`src/rtl/axi4_pkg.sv`:
```
`default_nettype none
// ============================================================================
//  Module      : axi4_pkg
//  Description : Shared definitions for the AXI4 burst master: response
//                codes, master state encoding and the watchdog limit.
//  Revision    : 1.0 - initial release
// ============================================================================
package axi4_pkg;

  // AXI response codes used by the master
  localparam logic [1:0] c_RESP_OKAY   = 2'b00;
  localparam logic [1:0] c_RESP_SLVERR = 2'b10;

  // Cycles a channel may wait for its handshake before the watchdog fires
  localparam int c_TIMEOUT_CYCLES = 256;

  // Master transaction states
  typedef enum logic [2:0] {
    S_IDLE = 3'd0,
    S_AW   = 3'd1,
    S_W    = 3'd2,
    S_B    = 3'd3,
    S_AR   = 3'd4,
    S_R    = 3'd5,
    S_DONE = 3'd6
  } mst_state_t;

endpackage
`default_nettype wire

```
`src/rtl/axi4_master_wdog.sv`:
```
`default_nettype none
// ============================================================================
//  Module      : axi4_master_wdog
//  Description : Handshake watchdog. Counts consecutive cycles spent waiting
//                on an AXI channel and flags the cycle in which the wait
//                reaches TIMEOUT cycles without a handshake.
//  Revision    : 1.0 - initial release
// ============================================================================
module axi4_master_wdog #(
  parameter int TIMEOUT = 256
) (
  input  logic ACLK,
  input  logic ARESETn,
  input  logic active,
  input  logic handshake,
  output logic timeout
);

  localparam int                c_CW    = $clog2(TIMEOUT);
  localparam logic [c_CW-1:0]   c_LIMIT = c_CW'(TIMEOUT - 1);

  logic [c_CW-1:0] r_cnt;

  // Wait-cycle counter: restarts on every handshake and whenever no channel is waiting
  always_ff @(posedge ACLK or negedge ARESETn) begin
    if (!ARESETn) begin
      r_cnt <= '0;
    end else if (!active || handshake) begin
      r_cnt <= '0;
    end else begin
      r_cnt <= r_cnt + 1'b1;
    end
  end

  // The last permitted waiting cycle ends without a handshake
  assign timeout = active && !handshake && (r_cnt == c_LIMIT);

endmodule
`default_nettype wire

```
`src/rtl/axi4_burst_master.sv`:
```
`default_nettype none
// ============================================================================
//  Module      : axi4_burst_master
//  Description : Single-outstanding AXI4 burst master. Accepts one command
//                at a time, runs the AW/W/B or AR/R sequence, and reports
//                completion with a one-cycle done pulse plus err.
//                Optional watchdog: define AXI4_MASTER_TIMEOUT_EN to abort a
//                transaction whose channel waits 256 cycles for a handshake.
//  Revision    : 1.0 - initial release
// ============================================================================
module axi4_burst_master
  import axi4_pkg::*;
#(
  parameter int DATA_WIDTH = 32,
  parameter int ADDR_WIDTH = 16
) (
  input  logic                  ACLK,
  input  logic                  ARESETn,
  // write address
  output logic [ADDR_WIDTH-1:0] AWADDR,
  output logic [7:0]            AWLEN,
  output logic [2:0]            AWSIZE,
  output logic                  AWVALID,
  input  logic                  AWREADY,
  // write data
  output logic [DATA_WIDTH-1:0] WDATA,
  output logic                  WVALID,
  output logic                  WLAST,
  input  logic                  WREADY,
  // write response
  input  logic [1:0]            BRESP,
  input  logic                  BVALID,
  output logic                  BREADY,
  // read address
  output logic [ADDR_WIDTH-1:0] ARADDR,
  output logic [7:0]            ARLEN,
  output logic [2:0]            ARSIZE,
  output logic                  ARVALID,
  input  logic                  ARREADY,
  // read data
  input  logic [DATA_WIDTH-1:0] RDATA,
  input  logic [1:0]            RRESP,
  input  logic                  RVALID,
  input  logic                  RLAST,
  output logic                  RREADY,
  // command
  input  logic                  cmd_valid,
  output logic                  cmd_ready,
  input  logic                  cmd_write,
  input  logic [ADDR_WIDTH-1:0] cmd_addr,
  input  logic [7:0]            cmd_len,
  input  logic [2:0]            cmd_size,
  // write-data source
  input  logic [DATA_WIDTH-1:0] wr_data,
  input  logic                  wr_valid,
  output logic                  wr_ready,
  // read-data sink
  output logic [DATA_WIDTH-1:0] rd_data,
  output logic                  rd_valid,
  output logic                  rd_last,
  // status
  output logic                  done,
  output logic                  err
);

  // Largest legal AxSIZE: one beat may not exceed the data bus width
  localparam logic [2:0] c_MAX_SIZE = 3'($clog2(DATA_WIDTH / 8));

  mst_state_t            r_state;
  mst_state_t            w_state_nxt;
  logic [ADDR_WIDTH-1:0] r_addr;
  logic [7:0]            r_len;
  logic [2:0]            r_size;
  logic [7:0]            r_cnt;
  logic [7:0]            w_cnt_nxt;
  logic                  r_err;
  logic                  w_err_nxt;
  logic                  w_cmd_take;
  logic                  w_timeout;

`ifdef AXI4_MASTER_TIMEOUT_EN
  logic w_active;
  logic w_hs;

  // A channel is waiting in any bus state; a handshake on that channel restarts the wait
  assign w_active = (r_state == S_AW) || (r_state == S_W) || (r_state == S_B) ||
                    (r_state == S_AR) || (r_state == S_R);
  assign w_hs     = ((r_state == S_AW) && AWREADY) ||
                    ((r_state == S_W)  && wr_valid && WREADY) ||
                    ((r_state == S_B)  && BVALID) ||
                    ((r_state == S_AR) && ARREADY) ||
                    ((r_state == S_R)  && RVALID);

  axi4_master_wdog #(
    .TIMEOUT   (c_TIMEOUT_CYCLES)
  ) u_wdog (
    .ACLK      (ACLK),
    .ARESETn   (ARESETn),
    .active    (w_active),
    .handshake (w_hs),
    .timeout   (w_timeout)
  );
`else
  assign w_timeout = 1'b0;
`endif

  // State register; asynchronous reset aborts any burst in flight
  always_ff @(posedge ACLK or negedge ARESETn) begin
    if (!ARESETn) begin
      r_state <= S_IDLE;
    end else begin
      r_state <= w_state_nxt;
    end
  end

  // Command fields, beat counter and sticky error
  always_ff @(posedge ACLK or negedge ARESETn) begin
    if (!ARESETn) begin
      r_addr <= '0;
      r_len  <= '0;
      r_size <= '0;
      r_cnt  <= '0;
      r_err  <= 1'b0;
    end else begin
      if (w_cmd_take) begin
        r_addr <= cmd_addr;
        r_len  <= cmd_len;
        r_size <= cmd_size;
      end
      r_cnt <= w_cnt_nxt;
      r_err <= w_err_nxt;
    end
  end

  // Next-state decode and all channel outputs
  always_comb begin
    w_state_nxt = r_state;
    w_cnt_nxt   = r_cnt;
    w_err_nxt   = r_err;
    w_cmd_take  = 1'b0;
    cmd_ready   = 1'b0;
    AWADDR      = r_addr;
    AWLEN       = r_len;
    AWSIZE      = r_size;
    AWVALID     = 1'b0;
    ARADDR      = r_addr;
    ARLEN       = r_len;
    ARSIZE      = r_size;
    ARVALID     = 1'b0;
    WDATA       = '0;
    WVALID      = 1'b0;
    WLAST       = 1'b0;
    wr_ready    = 1'b0;
    BREADY      = 1'b0;
    RREADY      = 1'b0;
    rd_data     = '0;
    rd_valid    = 1'b0;
    rd_last     = 1'b0;
    done        = 1'b0;
    err         = 1'b0;

    case (r_state)
      S_IDLE: begin
        cmd_ready = 1'b1;
        if (cmd_valid) begin
          w_cmd_take = 1'b1;
          w_cnt_nxt  = 8'd0;
          w_err_nxt  = 1'b0;
          if (cmd_size > c_MAX_SIZE) begin
            // Oversized beats never reach the bus
            w_state_nxt = S_DONE;
            w_err_nxt   = 1'b1;
          end else begin
            w_state_nxt = cmd_write ? S_AW : S_AR;
          end
        end
      end

      S_AW: begin
        AWVALID = 1'b1;
        if (AWREADY) w_state_nxt = S_W;
      end

      S_W: begin
        WVALID   = wr_valid;
        wr_ready = WREADY;
        WDATA    = wr_data;
        WLAST    = (r_cnt == r_len);
        if (wr_valid && WREADY) begin
          if (r_cnt == r_len) begin
            w_state_nxt = S_B;
            w_cnt_nxt   = 8'd0;
          end else begin
            w_cnt_nxt = r_cnt + 8'd1;
          end
        end
      end

      S_B: begin
        BREADY = 1'b1;
        if (BVALID) begin
          w_err_nxt   = (BRESP != c_RESP_OKAY);
          w_state_nxt = S_DONE;
        end
      end

      S_AR: begin
        ARVALID = 1'b1;
        if (ARREADY) w_state_nxt = S_R;
      end

      S_R: begin
        RREADY   = 1'b1;
        rd_valid = RVALID;
        rd_data  = RDATA;
        rd_last  = RLAST;
        if (RVALID) begin
          w_cnt_nxt = r_cnt + 8'd1;
          if (RRESP != c_RESP_OKAY) w_err_nxt = 1'b1;
          if (RLAST) begin
            // Short burst: RLAST before the expected beat count
            if (r_cnt != r_len) w_err_nxt = 1'b1;
            w_state_nxt = S_DONE;
            w_cnt_nxt   = 8'd0;
          end else if (r_cnt == r_len) begin
            // Long burst: expected last beat arrived without RLAST
            w_err_nxt = 1'b1;
          end
        end
      end

      S_DONE: begin
        done        = 1'b1;
        err         = r_err;
        w_state_nxt = S_IDLE;
      end

      default: begin
        w_state_nxt = S_IDLE;
      end
    endcase

    // Watchdog abort overrides whatever the stalled channel would do
    if (w_timeout) begin
      w_state_nxt = S_DONE;
      w_err_nxt   = 1'b1;
      w_cnt_nxt   = 8'd0;
    end
  end

endmodule
`default_nettype wire

```
`config.mk`:
```
export PLATFORM = sky130hd
export DESIGN_NAME = axi4_burst_master
export DESIGN_NICKNAME = d
export VERILOG_FILES = /design/src/rtl/axi4_pkg.sv /design/src/rtl/axi4_master_wdog.sv /design/src/rtl/axi4_burst_master.sv
export SDC_FILE = /design/constraint.sdc
export NUM_CORES = 1
export LEC_CHECK = 0
export CORE_AREA = 3 3 87 106
export CTS_BUF_LIST = sky130_fd_sc_hd__clkbuf_2 sky130_fd_sc_hd__clkbuf_4 sky130_fd_sc_hd__clkbuf_8
export CTS_CLUSTER_SIZE = 28
export DETAILED_ROUTE_END_ITERATION = 16
export DIE_AREA = 0 0 90 109
export PLACE_DENSITY = 0.93
export SLEW_MARGIN = 40
export SYNTH_ARGS = -nofsm -noshare
export SYNTH_HDL_FRONTEND = slang
export SYNTH_SLANG_ARGS = --single-unit
```
`constraint.sdc`:
```
create_clock -name ACLK -period 2.14 [get_ports ACLK]
set_input_delay 0.535 -clock ACLK [delete_from_list [all_inputs] [get_ports ACLK]]
set_output_delay 0.535 -clock ACLK [all_outputs]
set_load 0.03 [all_outputs]
```
==> run summary <==
The mean cell area of the mapped netlist came out at 9.303 µm². Clock-pin slew was measured on the worst setup and hold paths at 0.08 ns. The flow ran to the end, but the final reports show violations. The Yosys step of the flow raised 0 warnings. After detailed routing, the number of remaining DRC violations is 0. The final number of max-transition violations is 0. The number of vias per cell is 4.909. Before CTS, the worst setup slack after placement is -0.1047 ns. Summing all placed instances gives a cell area of 5164 µm². The hold violation count in the final report came out at 0.

The critical path's slowest cell is sky130_fd_sc_hd__dfrtp_2. The chip width came out at 90 µm. Yosys mapped a number of flops with a built-in enable equal to 0. The cell occurring most often along the worst timing path is sky130_fd_sc_hd__buf_6.

The global-route wire length before repair is 17600 µm. The number of clock sinks came out at 39. Timing would allow up to 447.6 MHz. The maximum count of clock buffers along a single path came out at 2.

The number of buffers and inverters on the critical path is 3. The final global-route overflow total is 0. The global routing usage summed across all routing layers is 0.2328.

The start of the worst register-to-register path is r_state[2]. For this run, the leading register cell type out of synthesis is sky130_fd_sc_hd__dfrtp_1. The number of DRC markers after the initial detailed-route iteration came out at 201. The master cell of the clock root buffer is sky130_fd_sc_hd__clkbuf_8. TritonCTS built the clock tree. The row count is 36. In the final layout, the share of cells above drive strength 1 is 0.4342. STA puts the critical path data required time at 1.60 ns. The largest single stage delay on the critical path is 0.47 ns.

Summed over all cells, the static leakage comes to 2.534 nW. Hold repair after CTS inserted 0 buffers. The internal cell power came out at 0.004563 W. In this run the worst hold path is classified as primary input to async pin.

The number of buffers created by CTS is 5. The final reports fail on setup timing. The via count of the first global-routing pass came out at 3158. The synthesized net count came out at 399. The count of pins on the block boundary is 236. The starting utilization of the core area is 0.3313. IR analysis of the VDD net gives a maximum drop of 0.0009196 V. The vertical extent of the die came out at 109 µm. At the end of routability-driven placement, the weighted congestion stood at 0.9341. Walking the worst path, the cells encountered are buf_6 > and3b_2 > buf_12 > and2_1 > buf_6. In this run the standard cell core region covers 8198 µm². The largest driver fanout on the critical path came out at 33. The share of flip-flops with an asynchronous set or reset is 1.000. The most common cell in the synthesized netlist is sky130_fd_sc_hd__and2_1.

The post-layout net count came out at 638. The worst setup path is of the register to output pin kind. For the worst-skew pair, the clock arrives at the later sink with an insertion delay of 0.29 ns.

The count of port buffers added during placement came out at 235. Setup slack on the critical path of the routed design comes to -0.09428 ns. The slack of the worst reg-to-reg path is 0.08 ns.

The actual transition at the worst max-transition pin came out at 0.5029 ns. Summed over all instances, the cell type with the most area after synthesis is sky130_fd_sc_hd__dfrtp_1. In the finished design, the share of the clock period the worst path needs comes to 1.044. Sorting the synthesized cells by area gives the leading types as sky130_fd_sc_hd__dfrtp_1 (36%), sky130_fd_sc_hd__and2_1 (16%), sky130_fd_sc_hd__mux2_2 (11%), sky130_fd_sc_hd__buf_4 (8.0%), sky130_fd_sc_hd__xor2_1 (2.9%). The switching power as a share of total power is 0.4574. The total number of vias is 3191. The sequential cell fraction of total power came out at 0.161. Setup repair after global routing could not meet its margin everywhere. On the critical path the largest part of the delay comes from flip-flops. STA puts the critical path data arrival time at 1.70 ns. The fraction of post-synthesis cell area in the top cell type by area came out at 0.3593. The pin count of the biggest net entering global routing came out at 40. Overall power consumption after layout is estimated at 0.008409 W.

The routed length per placed instance came out at 20.30 µm. The post-synthesis cell count is 292. The critical path startpoint category is a register. The share of synthesized area occupied by flip-flops and latches came out at 0.3593. The element type at the critical path end is an output pin.

The share of total power in the clock network is 0.073. The number of endpoints failing setup at the final stage is 68. The area added between synthesis and finish is 115.1%. The count of cell types in the netlist is 46. For this design the ratio of total power to cell area is 1439 nW/µm². The final design utilization is 0.7126. The share of total power dissipated in combinational logic is 0.766. The worst slew margin relative to its limit is 0.6648. The HPWL reported at the end of detailed placement is 9634 µm.

The setup TNS is -4.768 ns. The number of nets with antenna violations after detailed routing is 0. The number of cells traversed by the worst register-to-register path came out at 8. In the synthesized netlist, the cells that appear most often are sky130_fd_sc_hd__and2_1 (71), sky130_fd_sc_hd__dfrtp_1 (39), sky130_fd_sc_hd__buf_4 (29).

The minimum clock period is 2.234 ns. The synthesized cell area came out at 2716 µm². The initial antenna violation count is 8. The flip-flop and latch count after synthesis is 39.

The final wirelength is 13190 µm. For the final database, setup skew stands at 0.01136 ns. The number of max-cap violations is 0. The H-tree depth reported by CTS came out at 2. The first detailed-routing pass took 4 iterations. The die covers 9810 µm².

The post-route cell area came out at 5842 µm². In this run the power spent charging and discharging nets is 0.003846 W. The endpoint identified for the worst register-to-register timing path is r_cnt[3].
[worst register-to-register path, delay by kind of cell (launching register included)]
| family | cells | cell delay, ns |
|---|---|---|
| compound gates | 3 | 0.68 |
| buf+inv | 3 | 0.39 |
| flops | 1 | 0.41 |
| simple gates | 2 | 0.45 |
[worst max path at each step]
stage                           from     endpoint  slack [ns]  cells past startpoint
after global placement     cmd_valid     r_cnt[7]       -0.02                      6
after floorplan           r_state[0]    WDATA[10]        0.08                      4
after detailed placement   cmd_valid     r_cnt[7]       -0.10                      6
after CTS                   ARLEN[6]        WLAST       -0.10                      5
after global routing        ARLEN[4]        WLAST       -0.16                      5
final                     r_state[1]  rd_data[14]       -0.09                      5
[cells by family after synthesis]
| group | after synthesis | share of synthesized area |
|---|---|---|
| AND/OR/NAND/NOR | 134 | 0.2934 |
| buffers and inverters | 48 | 0.1156 |
| flip-flops | 39 | 0.3593 |
| AO/OA/AOI/OAI | 34 | 0.08614 |
| multiplexers | 27 | 0.1119 |
| XOR/XNOR | 9 | 0.02902 |
| adder cells (fa/ha/maj) | 1 | 0.004605 |
[per-layer routing]
| layer | GRT usage | part of all wire |
|---|---|---|
| met2 | 0.4277 | 0.54 |
| met1 | 0.2465 | 0.34 |
| met5 | 0 | 0.0032 |
| met3 | 0.09593 | 0.10 |
| met4 | 0.06455 | 0.019 |
[flip-flops by register name (all words and copies together) (netlist names)]
register and cells:
r_cnt 8, r_state 3, ARADDR 16, ARSIZE 3, r_err 1, ARLEN 8
[cell type report]
type,instances,area (µm²)
flip-flops and latches,39,980.9
fillers,549,2356
multi-input cells,205,1604
inverters,5,18.77
well taps,114,142.6
clock buffers,5,68.82
repair buffers,275,2973
diodes,4,10.01
clock inverters,3,43.79
[power by group through the flow]
stage	logic, W	clock network, W	registers (W)
after floorplan	0.00289	0	0.00186
after global placement	0.00550	0	0.00136
after detailed placement	0.00558	0	0.00138
after CTS	0.00593	0.000617	0.00135
after global routing	0.00670	0.000654	0.00141
final	0.00644	0.000611	0.00135
[what timing repair did]
item / in CTS / in global routing
setup buffers: 7 / 10
setup endpoints to repair: 72 / 79
pin swaps: 7 / 13
gates cloned: 0 / 2
resized for setup: 53 / 78
[stage by stage]
stage                     instances  hold slack [ns]
final                           650           0.2933
after global routing            648           0.3395
after CTS                       634           0.3018
after detailed placement        619           0.5218
after global placement          619           0.5124
after floorplan                 292           0.2394
[layout by cell type, fill, tap and decap left out, types with 2 or more instances in the layout]
master,netlist,layout
sky130_fd_sc_hd__a211o_1,2,2
sky130_fd_sc_hd__a21oi_1,6,6
sky130_fd_sc_hd__a31oi_1,3,3
sky130_fd_sc_hd__and2_1,71,20
sky130_fd_sc_hd__and2_4,0,52
sky130_fd_sc_hd__and3_1,3,3
sky130_fd_sc_hd__and3b_2,1,2
sky130_fd_sc_hd__buf_12,0,22
sky130_fd_sc_hd__buf_4,29,32
sky130_fd_sc_hd__buf_6,3,59
sky130_fd_sc_hd__clkbuf_8,0,5
sky130_fd_sc_hd__clkdlybuf4s50_1,0,158
sky130_fd_sc_hd__dfrtp_1,39,35
sky130_fd_sc_hd__dfrtp_2,0,4
sky130_fd_sc_hd__diode_2,0,4
sky130_fd_sc_hd__inv_1,5,5
sky130_fd_sc_hd__mux2_2,27,27
sky130_fd_sc_hd__nand2_1,15,15
sky130_fd_sc_hd__nand2b_1,4,4
sky130_fd_sc_hd__nand3_1,5,5
sky130_fd_sc_hd__nor2_1,10,7
sky130_fd_sc_hd__nor2_4,0,2
sky130_fd_sc_hd__nor2b_1,3,2
sky130_fd_sc_hd__nor4_2,0,2
sky130_fd_sc_hd__o211ai_1,4,4
sky130_fd_sc_hd__o21ai_0,4,4
sky130_fd_sc_hd__o21ai_1,2,2
sky130_fd_sc_hd__o22ai_1,5,5
sky130_fd_sc_hd__or2_2,3,2
sky130_fd_sc_hd__or2_4,0,2
sky130_fd_sc_hd__or3_1,2,2
sky130_fd_sc_hd__or3b_2,4,4
sky130_fd_sc_hd__xor2_1,9,9
Power figures use the tool's default switching activity.
